### config.mk
export PLATFORM = sky130hd
export DESIGN_NAME = led_matrix_pwm_scan
export DESIGN_NICKNAME = d
export VERILOG_FILES = /design/src/rtl/led_matrix_pwm_scan.sv
export SDC_FILE = /design/constraint.sdc
export NUM_CORES = 2
export LEC_CHECK = 0
export BUFFER_PORTS_ARGS = -buffer_cell sky130_fd_sc_hd__buf_2
export CAP_MARGIN = 20
export CORE_UTILIZATION = 25
export DETAILED_ROUTE_END_ITERATION = 16
export PLACE_DENSITY = 0.36
export SETUP_SLACK_MARGIN = 0.3
export SLEW_MARGIN = 20
export SYNTH_ARGS = -nofsm -noshare
export SYNTH_HDL_FRONTEND = slang
export SYNTH_SLANG_ARGS = --single-unit
### constraint.sdc
create_clock -name clk -period 32.1 [get_ports clk]
set_input_delay 0 -clock clk [delete_from_list [all_inputs] [get_ports clk]]
set_output_delay 0 -clock clk [all_outputs]
set_load 0.05 [all_outputs]
### src/rtl/led_matrix_pwm_scan.sv
// Group-multiplexed LED matrix driver: per-cell PWM levels scaled by a global dimmer,
// blanking gap before each group's drive slot, and a one-group-per-clock clear sweep.
module led_matrix_pwm_scan #(
  parameter int LEDS_N          = 10,
  parameter int LEDS_M          = 8,
  parameter int N_BITS          = 4,
  parameter int M_BITS          = 4,
  parameter int PWM_BITS        = 8,
  parameter int LED_PERIOD_BITS = 24,
  parameter int BLANK_CYCLES    = 16
) (
  input  logic                       clk,
  input  logic                       reset,
  input  logic                       en,
  input  logic [LED_PERIOD_BITS-1:0] led_period,
  input  logic [PWM_BITS-1:0]        global_brightness,
  input  logic                       wr,
  input  logic [N_BITS-1:0]          wr_n,
  input  logic [M_BITS-1:0]          wr_m,
  input  logic [PWM_BITS-1:0]        wr_level,
  output logic                       wr_ready,
  input  logic                       clear,
  output logic [LEDS_N-1:0]          n_en,
  output logic [LEDS_M-1:0]          m_en,
  output logic                       done_tick,
  output logic                       busy
);
  localparam int PW = 2*PWM_BITS+1;

  typedef enum logic [1:0] {IDLE, BLANK, DRIVE} state_t;
  state_t state, state_d;

  logic [N_BITS-1:0]          grp, grp_d, sweep_idx;
  logic [LED_PERIOD_BITS-1:0] cnt, cnt_d, period, period_d;
  logic [PWM_BITS-1:0]        pwm_cnt, pwm_d;
  logic                       load_shadow, done_d, sweep_on, we;

  logic [LEDS_N-1:0][LEDS_M-1:0][PWM_BITS-1:0] cells;
  logic [LEDS_M-1:0][PWM_BITS-1:0]             shadow, cur_row, lv_src;
  logic [LEDS_N-1:0] n_en_d;
  logic [LEDS_M-1:0] m_on, m_en_d;

  assign we = wr && wr_ready && !clear;

  always_comb begin
    cur_row = '0;
    for (int n = 0; n < LEDS_N; n++)
      if (grp == N_BITS'(n)) cur_row = cells[n];
  end

  always_comb begin
    state_d     = state;
    cnt_d       = cnt;
    grp_d       = grp;
    period_d    = period;
    pwm_d       = pwm_cnt;
    load_shadow = 1'b0;
    done_d      = 1'b0;
    if (!en) begin
      state_d = IDLE;
      cnt_d   = '0;
      grp_d   = '0;
      pwm_d   = '0;
    end else begin
      case (state)
        IDLE: begin
          state_d = BLANK;
          cnt_d   = '0;
        end
        BLANK: begin
          if (cnt == LED_PERIOD_BITS'(BLANK_CYCLES-1)) begin
            state_d     = DRIVE;
            cnt_d       = '0;
            pwm_d       = '0;
            load_shadow = 1'b1;
            period_d    = (led_period == '0) ? LED_PERIOD_BITS'(1) : led_period;
          end else begin
            cnt_d = cnt + LED_PERIOD_BITS'(1);
          end
        end
        DRIVE: begin
          pwm_d = pwm_cnt + PWM_BITS'(1);
          if (cnt == period - LED_PERIOD_BITS'(1)) begin
            state_d = BLANK;
            cnt_d   = '0;
            if (grp == N_BITS'(LEDS_N-1)) begin
              grp_d  = '0;
              done_d = 1'b1;
            end else begin
              grp_d = grp + N_BITS'(1);
            end
          end else begin
            cnt_d = cnt + LED_PERIOD_BITS'(1);
          end
        end
        default: state_d = IDLE;
      endcase
    end
  end

  // Outputs are registered from next-state values so n_en and m_en line up with the slot.
  assign lv_src = load_shadow ? cur_row : shadow;

  for (genvar m = 0; m < LEDS_M; m++) begin : g_row
    logic [PW-1:0] eff;
    assign eff     = (PW'(lv_src[m]) * (PW'(global_brightness) + PW'(1))) >> PWM_BITS;
    assign m_on[m] = PW'(pwm_d) < eff;
  end

  always_comb begin
    n_en_d = '0;
    for (int n = 0; n < LEDS_N; n++)
      n_en_d[n] = (state_d == DRIVE) && (grp_d == N_BITS'(n));
    m_en_d = (state_d == DRIVE) ? m_on : '0;
  end

  always_ff @(posedge clk or posedge reset) begin
    if (reset) begin
      state     <= IDLE;
      cnt       <= '0;
      grp       <= '0;
      period    <= LED_PERIOD_BITS'(1);
      pwm_cnt   <= '0;
      shadow    <= '0;
      n_en      <= '0;
      m_en      <= '0;
      done_tick <= 1'b0;
      busy      <= 1'b0;
    end else begin
      state     <= state_d;
      cnt       <= cnt_d;
      grp       <= grp_d;
      period    <= period_d;
      pwm_cnt   <= pwm_d;
      if (load_shadow) shadow <= cur_row;
      n_en      <= n_en_d;
      m_en      <= m_en_d;
      done_tick <= done_d;
      busy      <= (state_d != IDLE);
    end
  end

  // A new clear restarts the sweep; the edge that samples clear zeroes nothing yet.
  always_ff @(posedge clk or posedge reset) begin
    if (reset) begin
      cells     <= '0;
      sweep_on  <= 1'b0;
      sweep_idx <= '0;
      wr_ready  <= 1'b1;
    end else begin
      if (clear) begin
        sweep_on  <= 1'b1;
        sweep_idx <= '0;
        wr_ready  <= 1'b0;
      end else if (sweep_on) begin
        if (sweep_idx == N_BITS'(LEDS_N-1)) begin
          sweep_on <= 1'b0;
          wr_ready <= 1'b1;
        end else begin
          sweep_idx <= sweep_idx + N_BITS'(1);
        end
      end
      for (int n = 0; n < LEDS_N; n++)
        for (int m = 0; m < LEDS_M; m++)
          if (sweep_on && !clear && sweep_idx == N_BITS'(n))
            cells[n][m] <= '0;
          else if (we && wr_n == N_BITS'(n) && wr_m == M_BITS'(m))
            cells[n][m] <= wr_level;
    end
  end
endmodule

# Yosys cells after proc, flatten, opt, wreduce, memory -nomap -nowiden
# Cells that the tools add are included.
word_totals:
  regBits: 792
op_classes:
  eq_ne: 50
  multipliers: 8
  reduce_logical: 207
  order_cmp: 8
  addsub: 6
  n_mux: 204
op_table:
  columns: ["op", "n"]
  rows:
  - ["$mux 8", 163]
  - ["$mux 64", 11]
  - ["$reduce_bool 2->1", 83]
  - ["$mul 8x17->17", 7]
  - ["$logic_and 1x1->1", 113]
  - ["$mux 24", 4]
  - ["$eq 4x3->1 const B", 20]
  - ["$lt 8x9->1", 8]
  - ["$pmux 24 s3", 1]
  - ["$eq 4x2->1 const B", 10]
  - ["$eq 4x4->1 const B", 8]
  - ["$mux 4", 7]
  - ["$add 24x1->24 const B", 1]
  - ["$eq 24x24->1", 1]
  - ["$eq 24x4->1 const B", 1]
  - ["$logic_not 24->1", 1]
  - ["$sub 24x1->24 const B", 1]
  - ["$eq 4x1->1 const B", 5]
  - ["$logic_not 4->1", 5]
  - ["$mul 8x9->17", 1]
  - ["$pmux 8 s2", 1]
  - ["$mux 1", 13]
  - ["$add 8x1->9 const B", 1]
  - ["$add 4x1->4 const B", 2]
  - ["11 further kinds", 15]

# Depth between registers and ports, before layout
logic_depth:
  ltp_word: 15
  ltp_mapped: 39
  mapped_depth_nobuf: 35

# Worst setup path before layout
# Ideal clock, no wire load.
synth_path:
  kind: "register to register"
  startpoint: "register grp[1]"
  endpoint: "register m_en[6]"
  path_buffers: 6
  t_arrival_ps: 8012
  required_ps: 32034
  setup_slack_ps: 24022
  stages_incl_launch_ff: 37
  setup_time_ps: 66
  cell_sequence: "dfrtp_1 -> buf_2 -> buf_2 -> buf_2 -> buf_2 -> clkbuf_1 -> or3b_2 -> clkbuf_1 -> nor2_1 -> a31oi_1 -> a221oi_1 -> a21oi_1 -> mux2i_1 -> or2_2 -> fa_1 -> fa_1 -> inv_1 -> fa_1 -> inv_1 -> fa_1 -> inv_1 -> ha_1 -> a2111oi_0 -> inv_1 -> a31o_2 -> a21o_1 -> or3_1 -> o211ai_1 -> nand2b_1 -> a211o_1 -> nand2_1 -> ha_1 -> a21o_1 -> a21oi_1 -> nand3_1 -> o21ai_0 -> a22o_1"
synth_via:
  elab_chain_len: 15
synth_rtl:
  columns: ["item", "line", "source"]
  rows:
  - ["from (decl)", "33", "logic [N_BITS-1:0] grp, grp_d, sweep_idx;"]
  - ["from (signal assigned)", "132", "grp <= grp_d;"]
  - ["$logic_not 4->1", "48", "if (grp == N_BITS'(n)) cur_row = cells[n];"]
  - ["$mux 64 (9 in series)", "48", null]
  - ["$mux 64 (*)", "48", null]
  - ["$mux 64 (*)", null, null]
  - ["$mul 8x17->17 (*)", "106", "assign eff = (PW'(lv_src[m]) * (PW'(global_brightness) + PW'(1))) >> PWM_BITS;"]
  - ["$lt 8x9->1 (*)", "107", "assign m_on[m] = PW'(pwm_d) < eff;"]
  - ["$mux 8 (*)", "114", "m_en_d = (state_d == DRIVE) ? m_on : '0;"]
  - ["named net m_en_d[6]", "41", "logic [LEDS_M-1:0] m_on, m_en_d;"]
  - ["to (signal assigned)", "137", "m_en <= m_en_d;"]
  - ["to (decl)", "24", "output logic [LEDS_M-1:0] m_en,"]
# Mark *: on every way through the listed nets, which the timed path passes. The rest lies on a longest branch.
# A chain may end at the register's enable or synchronous reset.

# Worst setup path in the final report
layout_path:
  startpoint: "register grp[1]"
  endpoint: "register m_en[0]"
# The elaborated chain is that of the path after synthesis.

==> summary.md <==
| Metric | Value |
|---|---|
| Run status | finished with violations |
| Failing checks | design-rule violations |
| Via density | 4.910 |
| Power per cell area | 35.85 nW/um^2 |
| Sw Pwr | 611.3 uW |
| Worst-path maximum fanout | 49 |
| Leading area contributor after synthesis | dfrtp_1 |
| CTS Hold Bufs | 67 |
| GRT Total Usage | 19.30% |
| Pin count of the biggest net entering global routing | 163 |
| Final setup vio count | 0 |
| Die area | 228700 sq um |
| Final wirelength | 221300 um |
| Final Skew | 0.04800 ns |
| Clock H-tree levels | 3 |
| Power share of the combinational group | 5.2% |
| CTS root buffer | clkbuf_16 |
| Synth Instances | 6373 |
| CTS Sinks | 792 |
| Worst vdd ir | 39.36 uV |
| Post-Syn Area | 56710 sq um |
| Initial antenna violation count | 14 |
| Crit. End Element | flop |
| Internal | 1712 uW |
| First-pass GRT wire length | 332100 um |
| Family with the most delay on the worst path | compound AO/OA/AOI/OAI gates |
| Routed len/inst | 23.48 um |
| Slew Limit Fails | 0 |
| CTS clk-pin slew, worst paths | 0.06 ns |
| Worst Tran Pin Value | 1.198 ns |
| Share of cells above drive strength 1 | 8.061% |
| Most frequent cells in the layout | nor2_1 (878), dfrtp_1 (787), nand2_1 (667) |
| Sequential group share of total power | 43.0% |
| Switching share of power | 26.31% |
| Max-cap violation count | 0 |
| Worst Path Arrival | 10.84 ns |
| Max clock buf depth | 3 |
| Setup bufs post-CTS | 0 |
| Ys Warns | 0 |
| Hold Crit Class | input port to flop |
| DRT Pass-1 Iters | 11 |
| Total negative slack | 0 ns |
| Port bufs | 73 |
| Initial DRC Count | 3339 |
| RSZ-0062 raised after global routing | no |
| Fin crit period | 10.22 ns |
| Num CTS Buffers | 100 |
| Most common flop cell mapped by yosys | dfrtp_1 |
| DR vias | 46270 |
| CP bufs+invs | 5 |
| Routability Congestion | 0.7845 |
| Commonest non-fill, non-tap cell in the layout | nor2_1 |
| Synthesis-to-finish area growth | 14.29% |
| Post-DP HPWL | 146000 um |
| Fin crit share | 31.84% |
| Initial Util | 25.19% |
| Post-Syn Nets | 7094 |
| Clock tree from TritonCTS | done |
| Largest cells by area after synthesis | dfrtp_1 (35%), fa_1 (12%), ha_1 (7.5%), mux2i_1 (6.9%), nor2_1 (5.9%) |
| Post-cts resize count | 0 |
| Register bit total from synthesis | 792 |
| Clk pwr share | 51.7% |
| Max Fclk | 0.09784 GHz |
| Core Footprint | 225100 sq um |
| Sequential share of the synthesized area | 34.95% |
| Number of fill cells | 24100 |
| DRT antenna net count | 0 |
| Cell mode on critical path | fa_1 |
| Slowest-stage cell, CP | a311oi_1 |
| Max_slew headroom | 20.12% |
| Worst Path Required | 32.72 ns |
| Number of global-route vias before repair | 48910 |
| Post-synth ARST share | 100.0% |
| Placed Instance Area | 60630 sq um |
| Row count | 174 |
| Avg Cell Area, Syn | 8.898 sq um |
| Post-synth top area share | 34.86% |
| Leak | 0.03010 uW |
| CP startpoint kind | flop |
| # nets final | 7061 |
| Drt drc | 33 |
| Final Hold Fails | 0 |
| CP Class | flop to flop |
| GRT overflow | 0 |
| Clock Latency Late Sink | 0.76 ns |
| Die Y | 478.3 um |
| Die width | 478.3 um |
| CP max stage delay | 0.87 ns |
| Netlist cell types | 101 |
| Number of synthesized flops with an enable pin | 0 |
| Final instance area | 64810 sq um |
| # IOs | 74 |
routing by layer:
metal  GRT usage [%]  wire [um]  vias up
met5               0          0        -
met4           4.824       5576        0
met3           1.921       7768      211
met2           32.51     105300      992
met1           26.33     102700    23730
li1                -          -    21330
worst paths after layout:
| path | start | endpoint | slack, ns | depth (start not counted) |
|---|---|---|---|---|
| max in group asynchronous | reset | cells[599]$_DFFE_PP0P_ | 28.08 | 8 |
| worst max register to register | grp[1]$_DFF_PP0_ | m_en[0]$_DFF_PP0_ | 21.88 | 30 |
| worst min-delay path | led_period[4] | period[4]$_DFFE_PP0P_ | 0.06 | 4 |
| worst max-delay path | grp[1]$_DFF_PP0_ | m_en[0]$_DFF_PP0_ | 21.88 | 30 |
| worst min register to register | period[23]$_DFFE_PP0P_ | period[23]$_DFFE_PP0P_ | 0.51 | 2 |
| min in group asynchronous | reset | cells[378]$_DFFE_PP0P_ | 0.56 | 4 |
stage by stage:
stage / worst slack [ns] / power [uW] / hold WS (ns) / utilization [%] / cells
finish: 21.88 / 2323 / 0.05877 / 28.79 / 9423
global route: 21.28 / 2405 / 0.04899 / 28.79 / 9420
CTS: 21.84 / 2360 / 0.007072 / 28.76 / 9416
detailed placement: 21.86 / 1135 / 0.1950 / 26.93 / 9161
global placement: 21.98 / 1135 / 0.1924 / 26.92 / 9158
floorplan: 9.865 / 1078 / 0.1125 / - / 6373
flip-flops by register name (all words and copies together), names as in the netlist, 2 cells and up:
name,count
cnt,24
cells,640
n_en,10
period,24
shadow,64
sweep_idx,4
m_en,8
pwm_cnt,8
state,2
grp,4
power groups by stage:
stage	registers (uW)	clock network, uW	logic, uW
2_1_floorplan	1020	0	58.3
3_3_place_gp	1020	0	117
3_5_place_dp	1020	0	116
4_1_cts	1000	1240	123
5_1_grt	1000	1270	130
6_report	1000	1200	121
cell type report:
class / count / area, sq um / share of cell area, %
timing repair buffer: 282 / 2203 / 3.400
clock buffer: 138 / 2816 / 4.346
tap: 2992 / 3744 / 5.776
multi-input combinational: 4595 / 33440 / 51.60
inverter: 569 / 2143 / 3.307
clock inverter: 50 / 619.3 / 0.9556
antenna: 5 / 12.51 / 0.01931
sequential: 792 / 19830 / 30.60
kinds of logic after synthesis:
family,count (synthesis),share of synthesized area [%]
and+or+nand+nor,2368,18.64
adders and majority gates,668,19.08
xor gates and xnor gates,106,1.637
DFF,792,34.95
AOI/OAI and AO/OA,1047,11.73
buffers and inverters,986,6.621
muxes,406,7.338
synth_stat cells, drive strengths merged (95+ instances only):
cell	count
a21oi	456
a22oi	95
clkbuf	343
dfrtp	790
fa	328
ha	340
inv	568
mux2i	394
nand2	667
nand3	387
nor2	891
o21ai	145
tightest hold or removal path, delay by kind of cell:
kind / cells / cell delay (ns)
buffers and inverters: 2 / 0.68
and+or+nand+nor: 2 / 0.10
No activity file was read; power rests on OpenSTA's default activity.
